--- config.mk ---
export PLATFORM = sky130hd
export DESIGN_NAME = serial_tx_flat
export DESIGN_NICKNAME = d
export VERILOG_FILES = /design/src/rtl/serial_tx_pkg.sv /design/src/rtl/serial_tx_if.sv /design/src/rtl/serial_tx_fifo.sv /design/src/rtl/serial_tx.sv /design/src/flat_wrapper.sv
export SDC_FILE = /design/constraint.sdc
export NUM_CORES = 1
export LEC_CHECK = 0
export CELL_PAD_IN_SITES_DETAIL_PLACEMENT = 1
export CELL_PAD_IN_SITES_GLOBAL_PLACEMENT = 2
export CORE_MARGIN = 5
export CORE_UTILIZATION = 37
export CTS_CLUSTER_DIAMETER = 150
export CTS_CLUSTER_SIZE = 10
export DETAILED_ROUTE_END_ITERATION = 8
export GPL_TIMING_DRIVEN = 0
export PLACE_DENSITY = 0.78
export SETUP_SLACK_MARGIN = 0.2
export SYNTH_ARGS = -nofsm -noshare
export SYNTH_HDL_FRONTEND = slang
export SYNTH_HIERARCHICAL = 1
export SYNTH_SLANG_ARGS = --single-unit
--- constraint.sdc ---
create_clock -name clk -period 2.7 [get_ports clk]
set_input_delay 0.27 -clock clk [delete_from_list [all_inputs] [get_ports clk]]
set_output_delay 0.27 -clock clk [all_outputs]
set_load 0.02 [all_outputs]
--- src/rtl/serial_tx_pkg.sv ---
// Shared serial-link constants, baud helpers and transmitter state encoding.
// Also used by the companion receiver.
package serial_tx_pkg;

   localparam int unsigned ClkHz       = 12_000_000;
   localparam int unsigned BaudDefault = 250_000;
   localparam int unsigned FrameBits   = 10;

   // Clocks per bit, rounded to nearest.
   function automatic int unsigned baud_divisor(input int unsigned clk_hz,
                                                input int unsigned baud);
      return (clk_hz + baud / 2) / baud;
   endfunction

   localparam int unsigned DivisorDefault = baud_divisor(ClkHz, BaudDefault);

   typedef enum logic [2:0] {
      StIdle,
      StStart,
      StData,
      StStop,
      StGap
   } tx_state_e;

endpackage

--- src/rtl/serial_tx_if.sv ---
// Parallel write side of the serial transmitter: byte, strobe and FIFO status.
interface serial_tx_if;

   logic [7:0] parallel_in;
   logic       parallel_in_strobe;
   logic       fifo_full;
   logic       overflow;

   modport master (
      output parallel_in,
      output parallel_in_strobe,
      input  fifo_full,
      input  overflow
   );

   modport slave (
      input  parallel_in,
      input  parallel_in_strobe,
      output fifo_full,
      output overflow
   );

endinterface

--- src/rtl/serial_tx_fifo.sv ---
// Synchronous FIFO with registered count and full flag; pushes while full are ignored.
module serial_tx_fifo #(
   parameter int unsigned ADDR_BITS = 2,
   parameter int unsigned WIDTH     = 8
) (
   input  logic                 clk,
   input  logic                 reset,
   input  logic                 push_i,
   input  logic [WIDTH-1:0]     din_i,
   input  logic                 pop_i,
   output logic [WIDTH-1:0]     dout_o,
   output logic [ADDR_BITS:0]   count_o,
   output logic                 full_o,
   output logic                 empty_o
);

   localparam int unsigned Depth = 2 ** ADDR_BITS;

   logic [WIDTH-1:0]     mem_q [Depth];
   logic [WIDTH-1:0]     mem_d [Depth];
   logic [ADDR_BITS-1:0] wr_ptr_q, wr_ptr_d;
   logic [ADDR_BITS-1:0] rd_ptr_q, rd_ptr_d;
   logic [ADDR_BITS:0]   count_q, count_d;
   logic                 full_q, full_d;
   logic                 do_push, do_pop;

   // Full is judged on the registered flag, so a same-cycle pop never makes room.
   assign do_push = push_i & ~full_q;
   assign do_pop  = pop_i & (count_q != '0);

   always_comb begin
      mem_d    = mem_q;
      wr_ptr_d = wr_ptr_q;
      rd_ptr_d = rd_ptr_q;
      if (do_push) begin
         mem_d[wr_ptr_q] = din_i;
         wr_ptr_d        = wr_ptr_q + ADDR_BITS'(1);
      end
      if (do_pop) begin
         rd_ptr_d = rd_ptr_q + ADDR_BITS'(1);
      end
      count_d = count_q + (ADDR_BITS + 1)'(do_push) - (ADDR_BITS + 1)'(do_pop);
      full_d  = (count_d == (ADDR_BITS + 1)'(Depth));
   end

   always_ff @(posedge clk) begin
      if (!reset) begin
         wr_ptr_q <= '0;
         rd_ptr_q <= '0;
         count_q  <= '0;
         full_q   <= 1'b0;
      end else begin
         wr_ptr_q <= wr_ptr_d;
         rd_ptr_q <= rd_ptr_d;
         count_q  <= count_d;
         full_q   <= full_d;
      end
   end

   always_ff @(posedge clk) begin
      mem_q <= mem_d;
   end

   assign dout_o  = mem_q[rd_ptr_q];
   assign count_o = count_q;
   assign full_o  = full_q;
   assign empty_o = (count_q == '0);

endmodule

--- src/rtl/serial_tx.sv ---
// 8-N-1 serial transmitter: FIFO-buffered bytes shifted out LSB-first with
// start bit, stop bit and an optional idle gap between frames.
module serial_tx
   import serial_tx_pkg::*;
#(
   parameter int unsigned DIVISOR        = DivisorDefault,
   parameter int unsigned DIVISOR_BITS   = 6,
   parameter int unsigned FIFO_ADDR_BITS = 2,
   parameter int unsigned GAP_BITS       = 0
) (
   input  logic        clk,
   input  logic        reset,
   serial_tx_if.slave  bus,
   output logic        busy,
   output logic        serial_out
);

   localparam logic [DIVISOR_BITS-1:0] TimerLast = DIVISOR_BITS'(DIVISOR - 1);
   localparam logic [3:0]              GapLast   = 4'(GAP_BITS == 0 ? 0 : GAP_BITS - 1);

   tx_state_e               state_q, state_d;
   logic [DIVISOR_BITS-1:0] timer_q, timer_d;
   logic [2:0]              bit_idx_q, bit_idx_d;
   logic [3:0]              gap_cnt_q, gap_cnt_d;
   logic [7:0]              shift_q, shift_d;
   logic                    serial_q, serial_d;
   logic                    overflow_q, overflow_d;

   logic                    pop;
   logic                    bit_end;
   logic                    frame_end;
   logic [7:0]              fifo_dout;
   logic [FIFO_ADDR_BITS:0] fifo_count;
   logic                    fifo_full;
   logic                    fifo_empty;

   serial_tx_fifo #(
      .ADDR_BITS (FIFO_ADDR_BITS),
      .WIDTH     (8)
   ) u_fifo (
      .clk     (clk),
      .reset   (reset),
      .push_i  (bus.parallel_in_strobe),
      .din_i   (bus.parallel_in),
      .pop_i   (pop),
      .dout_o  (fifo_dout),
      .count_o (fifo_count),
      .full_o  (fifo_full),
      .empty_o (fifo_empty)
   );

   assign bit_end = (timer_q == TimerLast);

   always_comb begin
      state_d    = state_q;
      timer_d    = timer_q;
      bit_idx_d  = bit_idx_q;
      gap_cnt_d  = gap_cnt_q;
      shift_d    = shift_q;
      serial_d   = serial_q;
      overflow_d = overflow_q | (bus.parallel_in_strobe & fifo_full);
      pop        = 1'b0;
      frame_end  = 1'b0;

      if (state_q != StIdle) begin
         timer_d = bit_end ? '0 : timer_q + DIVISOR_BITS'(1);
      end

      unique case (state_q)
         StIdle: begin
            if (!fifo_empty) begin
               pop      = 1'b1;
               shift_d  = fifo_dout;
               serial_d = 1'b0;
               timer_d  = '0;
               state_d  = StStart;
            end
         end
         StStart: begin
            if (bit_end) begin
               bit_idx_d = '0;
               serial_d  = shift_q[0];
               state_d   = StData;
            end
         end
         StData: begin
            if (bit_end) begin
               if (bit_idx_q == 3'd7) begin
                  serial_d = 1'b1;
                  state_d  = StStop;
               end else begin
                  bit_idx_d = bit_idx_q + 3'd1;
                  serial_d  = shift_q[bit_idx_d];
               end
            end
         end
         StStop: begin
            if (bit_end) begin
               if (GAP_BITS != 0) begin
                  gap_cnt_d = '0;
                  state_d   = StGap;
               end else begin
                  frame_end = 1'b1;
               end
            end
         end
         StGap: begin
            if (bit_end) begin
               if (gap_cnt_q == GapLast) begin
                  frame_end = 1'b1;
               end else begin
                  gap_cnt_d = gap_cnt_q + 4'd1;
               end
            end
         end
         default: begin
            state_d = StIdle;
         end
      endcase

      // Chain straight into the next start bit so back-to-back frames have no slack.
      if (frame_end) begin
         if (!fifo_empty) begin
            pop      = 1'b1;
            shift_d  = fifo_dout;
            serial_d = 1'b0;
            state_d  = StStart;
         end else begin
            serial_d = 1'b1;
            state_d  = StIdle;
         end
      end
   end

   always_ff @(posedge clk) begin
      if (!reset) begin
         state_q    <= StIdle;
         timer_q    <= '0;
         bit_idx_q  <= '0;
         gap_cnt_q  <= '0;
         shift_q    <= '0;
         serial_q   <= 1'b1;
         overflow_q <= 1'b0;
      end else begin
         state_q    <= state_d;
         timer_q    <= timer_d;
         bit_idx_q  <= bit_idx_d;
         gap_cnt_q  <= gap_cnt_d;
         shift_q    <= shift_d;
         serial_q   <= serial_d;
         overflow_q <= overflow_d;
      end
   end

   assign busy          = (state_q != StIdle) || (fifo_count != '0);
   assign serial_out    = serial_q;
   assign bus.fifo_full = fifo_full;
   assign bus.overflow  = overflow_q;

endmodule

--- src/flat_wrapper.sv ---
// flat-port wrapper written by rule: the top's interface ports become plain ports
module serial_tx_flat import serial_tx_pkg::*;
#(
   parameter int unsigned DIVISOR        = DivisorDefault,
   parameter int unsigned DIVISOR_BITS   = 6,
   parameter int unsigned FIFO_ADDR_BITS = 2,
   parameter int unsigned GAP_BITS       = 0
)
  (clk, reset, busy, serial_out, bus_parallel_in, bus_parallel_in_strobe, bus_fifo_full, bus_overflow);
  serial_tx_if bus_i ();
  input  logic clk;
  input  logic reset;
  output logic busy;
  output logic serial_out;
  input wire logic [$bits(bus_i.parallel_in)-1:0] bus_parallel_in;
  input wire logic [$bits(bus_i.parallel_in_strobe)-1:0] bus_parallel_in_strobe;
  output wire logic [$bits(bus_i.fifo_full)-1:0] bus_fifo_full;
  output wire logic [$bits(bus_i.overflow)-1:0] bus_overflow;
  assign bus_i.parallel_in = bus_parallel_in;
  assign bus_i.parallel_in_strobe = bus_parallel_in_strobe;
  assign bus_fifo_full = bus_i.fifo_full;
  assign bus_overflow = bus_i.overflow;
  serial_tx #(.DIVISOR(DIVISOR), .DIVISOR_BITS(DIVISOR_BITS), .FIFO_ADDR_BITS(FIFO_ADDR_BITS), .GAP_BITS(GAP_BITS)) u_core (.clk(clk), .reset(reset), .bus(bus_i), .busy(busy), .serial_out(serial_out));
endmodule
==> results by group <==
Drt
  – Drt pass-1 iters: 4
  – Drt drc: 0
  – WL per Instance: 15.4 um
  – Vias per cell: 5.02
  – Detail Route Antenna Nets: 0
  – DR iter-0 viols: 74
  – Drt total wl: 5570 um
  – Vias after detailed routing: 1817

Synthesis
  – Net count after synthesis: 247
  – Synth Area in Compound Gates: 8.50%
  – Ys Warns: 6
  – Post-Synth Simple-Gate Area: 13.1%
  – Largest family of logic cells by synthesized area: simple AND/OR/NAND/NOR gates
  – Unique cell type count in the Yosys netlist: 46
  – XOR/XNOR Fraction of Synth Area: 1.57%
  – Mux share of post-synthesis cell area: 11.3%
  – Avg Cell Area, Syn: 12.5 um^2
  – Netlist area before placement: 2780 um^2
  – Synth Area in Adders: 6.56%
  – Register area share after synthesis: 55.4%
  – Post-synthesis cell count: 222
  – #FFs+latches synth: 61

Power
  – Overall power: 0.00341 W
  – Peak supply drop: 0.000366 V
  – Static Leak: 1.23 nW
  – PwrDens: 992 nW/um^2

Floorplan
  – DIE WIDTH: 96.7 um
  – Starting Density: 38.2%
  – Num ports: 15
  – Core area: 7290 um^2
  – DIE HEIGHT: 96.7 um
  – Die area: 9350 um^2
  – Core Rows: 31

Timing
  – Slew @ Worst Pin: 650 ps
  – Unrepaired setup endpoints after global routing: true
  – Relative slew margins: 56.0%
  – Fmax: 398 MHz
  – Min cycle time layout: 2510 ps
  – Final setup vio count: 0
  – Final Max Slew Viols: 0
  – Final setup skew: 8.85 ps
  – Hold Fails Final Rpt: 0
  – Fin Hold WS: 477 ps
  – Fin crit share: 93.0%

Clock network
  – Root buf cell: clkbuf_8
  – H-tree Lvls: 3
  – Worst-Skew Late Latency: 330 ps
  – CTS sink cnt: 61
  – Reg clk slew, reported paths: 80 ps
  – Max Buffers Root-to-Sink: 2
  – Hold_buf cts: 0
  – CTS tree: yes
  – CTS Buf Count: 9

Final layout
  – Fin nets: 283
  – Area Growth Syn to Fin: 23.6%
  – Area of the multi-input gates: 1240 um^2
  – Diodes inserted: 0
  – Share of cells above drive strength 1: 24.0%
  – Register Area: 1560 um^2
  – Fill cell count: 802
  – Fin area: 3440 um^2

Setup path
  – Worst EP arrival: 2790 ps
  – Req. time, crit path: 2980 ps
  – Setup crit end kind: flip-flop
  – Max stage delay on crit path: 360 ps
  – Startpoint types: flip-flop
  – Most used cell along the critical path: ha_4
  – CP Cell Sequence: ha_4 -> and3_4 -> buf_8 -> a21oi_4 -> nor2_4 -> nor2b_4 -> ha_4 -> inv_4 -> ha_4 -> inv_2 -> fa_2 -> xnor2_2 -> xnor2_1 -> and4b_1
  – CP max FO: 3
  – Slowest CP cell: dfxtp_4
  – Crit path buffers/inverters: 3
  – CP top delay family: adder cells
  – Critical path class: flip-flop to flip-flop

Placement
  – PortBufs: 14
  – Placed cell areas: 3110 um^2
  – Routability cong.: 0.724
  – Half-perimeter wire length after placement: 3740 um

GRT
  – Vias in the first global route: 1922
  – First-pass GRT wire length: 9380 um
  – GR Util All Layers: 12.4%
  – Initial antenna violation count: 0
  – Largest net degree at the start of global routing: 15
  – Total gr overflow: 0

Hold path
  – Worst hold-check path type: flip-flop to flip-flop

Status
  – Outcome: finished clean

Job
  – Number of max-cap violations: 0
==> cell usage in the layout (no fill, tap or decap), types with 3 or more instances in the layout <==
master	netlist	routed
nor2b_1	8	7
clkbuf_1	4	3
mux2i_1	7	7
mux4_2	8	8
buf_4	0	11
edfxtp_1	32	32
clkdlybuf4s50_1	0	13
inv_6	0	4
and2_1	9	9
dfxtp_1	29	25
ha_1	13	8
ha_4	0	4
nand2_1	11	11
clkbuf_8	0	10
nor2_1	13	12
a21oi_1	18	17
xnor2_1	4	3
dfxtp_4	0	4
or3_1	4	4
nand3_1	9	9
o21ai_0	11	11
inv_1	8	6
==> what timing repair did <==
item | 4_1_cts | 5_1_grt
buffers inserted | 8 | 3
endpoints found under the setup margin | 3 | 2
pin swaps | 8 | 7
endpoints found under the hold margin | 0 | 0
resized for setup | 15 | 4
==> final cells by class <==
cell class / count / area share [%]
buffer: 9 / 2.11
clock buffer: 9 / 3.60
multi-input combinational: 143 / 36.1
tap: 99 / 3.60
clock inverter: 7 / 1.82
inverter: 9 / 1.05
timing repair buffer: 25 / 6.44
sequential: 61 / 45.3
==> per-layer routing <==
layer | share of wire (%) | GRT usage (%)
met1 | 48 | 15.6
met2 | 49 | 20.1
met3 | 2.4 | 4.10
met4 | 1.2 | 4.21
met5 | 0 | 0
==> path summary, 6_finish.rpt <==
kind,end,cells past startpoint,slack [ps],start
worst max-delay path,u_core/u_fifo/full_o,14,190,u_core/timer_q[1]
worst min-delay path,u_core/bus.overflow,2,480,u_core/bus.overflow
worst max register to register,u_core/u_fifo/full_o,14,190,u_core/timer_q[1]
worst min register to register,u_core/bus.overflow,2,480,u_core/bus.overflow
==> cells in the mapped netlist, drive strengths merged <==
library cell	instances	area [um^2]
nand4b	1	8.76
mux2	1	11.3
nor2	13	48.8
a2bb2oi	2	17.5
o21ai	13	65.1
nor4b	1	8.76
clkinv	1	3.75
mux4	10	233
mux2i	7	70.1
nor2b	8	50.1
and4b	1	10.0
nor3	1	10.0
a21o	1	7.51
or3	4	25.0
nand2	11	41.3
a211o	1	8.76
nand3	9	45.0
buf	4	42.5
a211oi	1	7.51
dlygate4sd1	1	8.76
and3b	1	8.76
inv	8	30.0
nand4bb	1	11.3
edfxtp	32	961
a21oi	18	90.1
xor2	1	8.76
o211ai	1	7.51
clkbuf	4	15.0
xnor2	4	35.0
and2b	1	7.51
and3	1	6.26
fa	1	20.0
and2	11	72.6
a21boi	1	7.51
ha	13	163
o211a	1	10.0
dfxtp	29	581
a31oi	1	6.26
o311ai	1	8.76
or4b	1	10.0
==> metrics by stage <==
| stage | utilization, % | setup TNS, ps | cells | worst slack (ps) |
|---|---|---|---|---|
| after floorplan | - | 0 | 222 | 160 |
| after global placement | 42.7 | -70.1 | 335 | -65.0 |
| after detailed placement | 42.7 | -206 | 335 | -130 |
| after CTS | 46.6 | 0 | 359 | 132 |
| after global routing | 47.2 | 0 | 362 | 87.2 |
| final | 47.2 | 0 | 362 | 190 |
==> where the power goes <==
group | switching [W] | internal (W)
Combinational | 0.000695 | 0.000677
Sequential | 0.000115 | 0.00116
Clock | 0.000414 | 0.000353
==> worst register-to-register path, stage by stage, from the launching register on <==
cell and delay, ps:
dfxtp_4 360, ha_4 160, and3_4 150, buf_8 120, a21oi_4 170, nor2_4 50
nor2b_4 140, ha_4 210, inv_4 50, ha_4 110, inv_2 30, fa_2 340
xnor2_2 150, xnor2_1 190, and4b_1 220
==> cell families (layout without fill, tap and decap cells) <==
group,Yosys count,in the layout
simple gates,65,65
flops,61,61
xor+xnor,5,5
buf+inv,18,59
compound gates,41,41
fa+ha+maj,14,14
mux,18,18
Note: power is estimated with default switching activity, not from simulation.
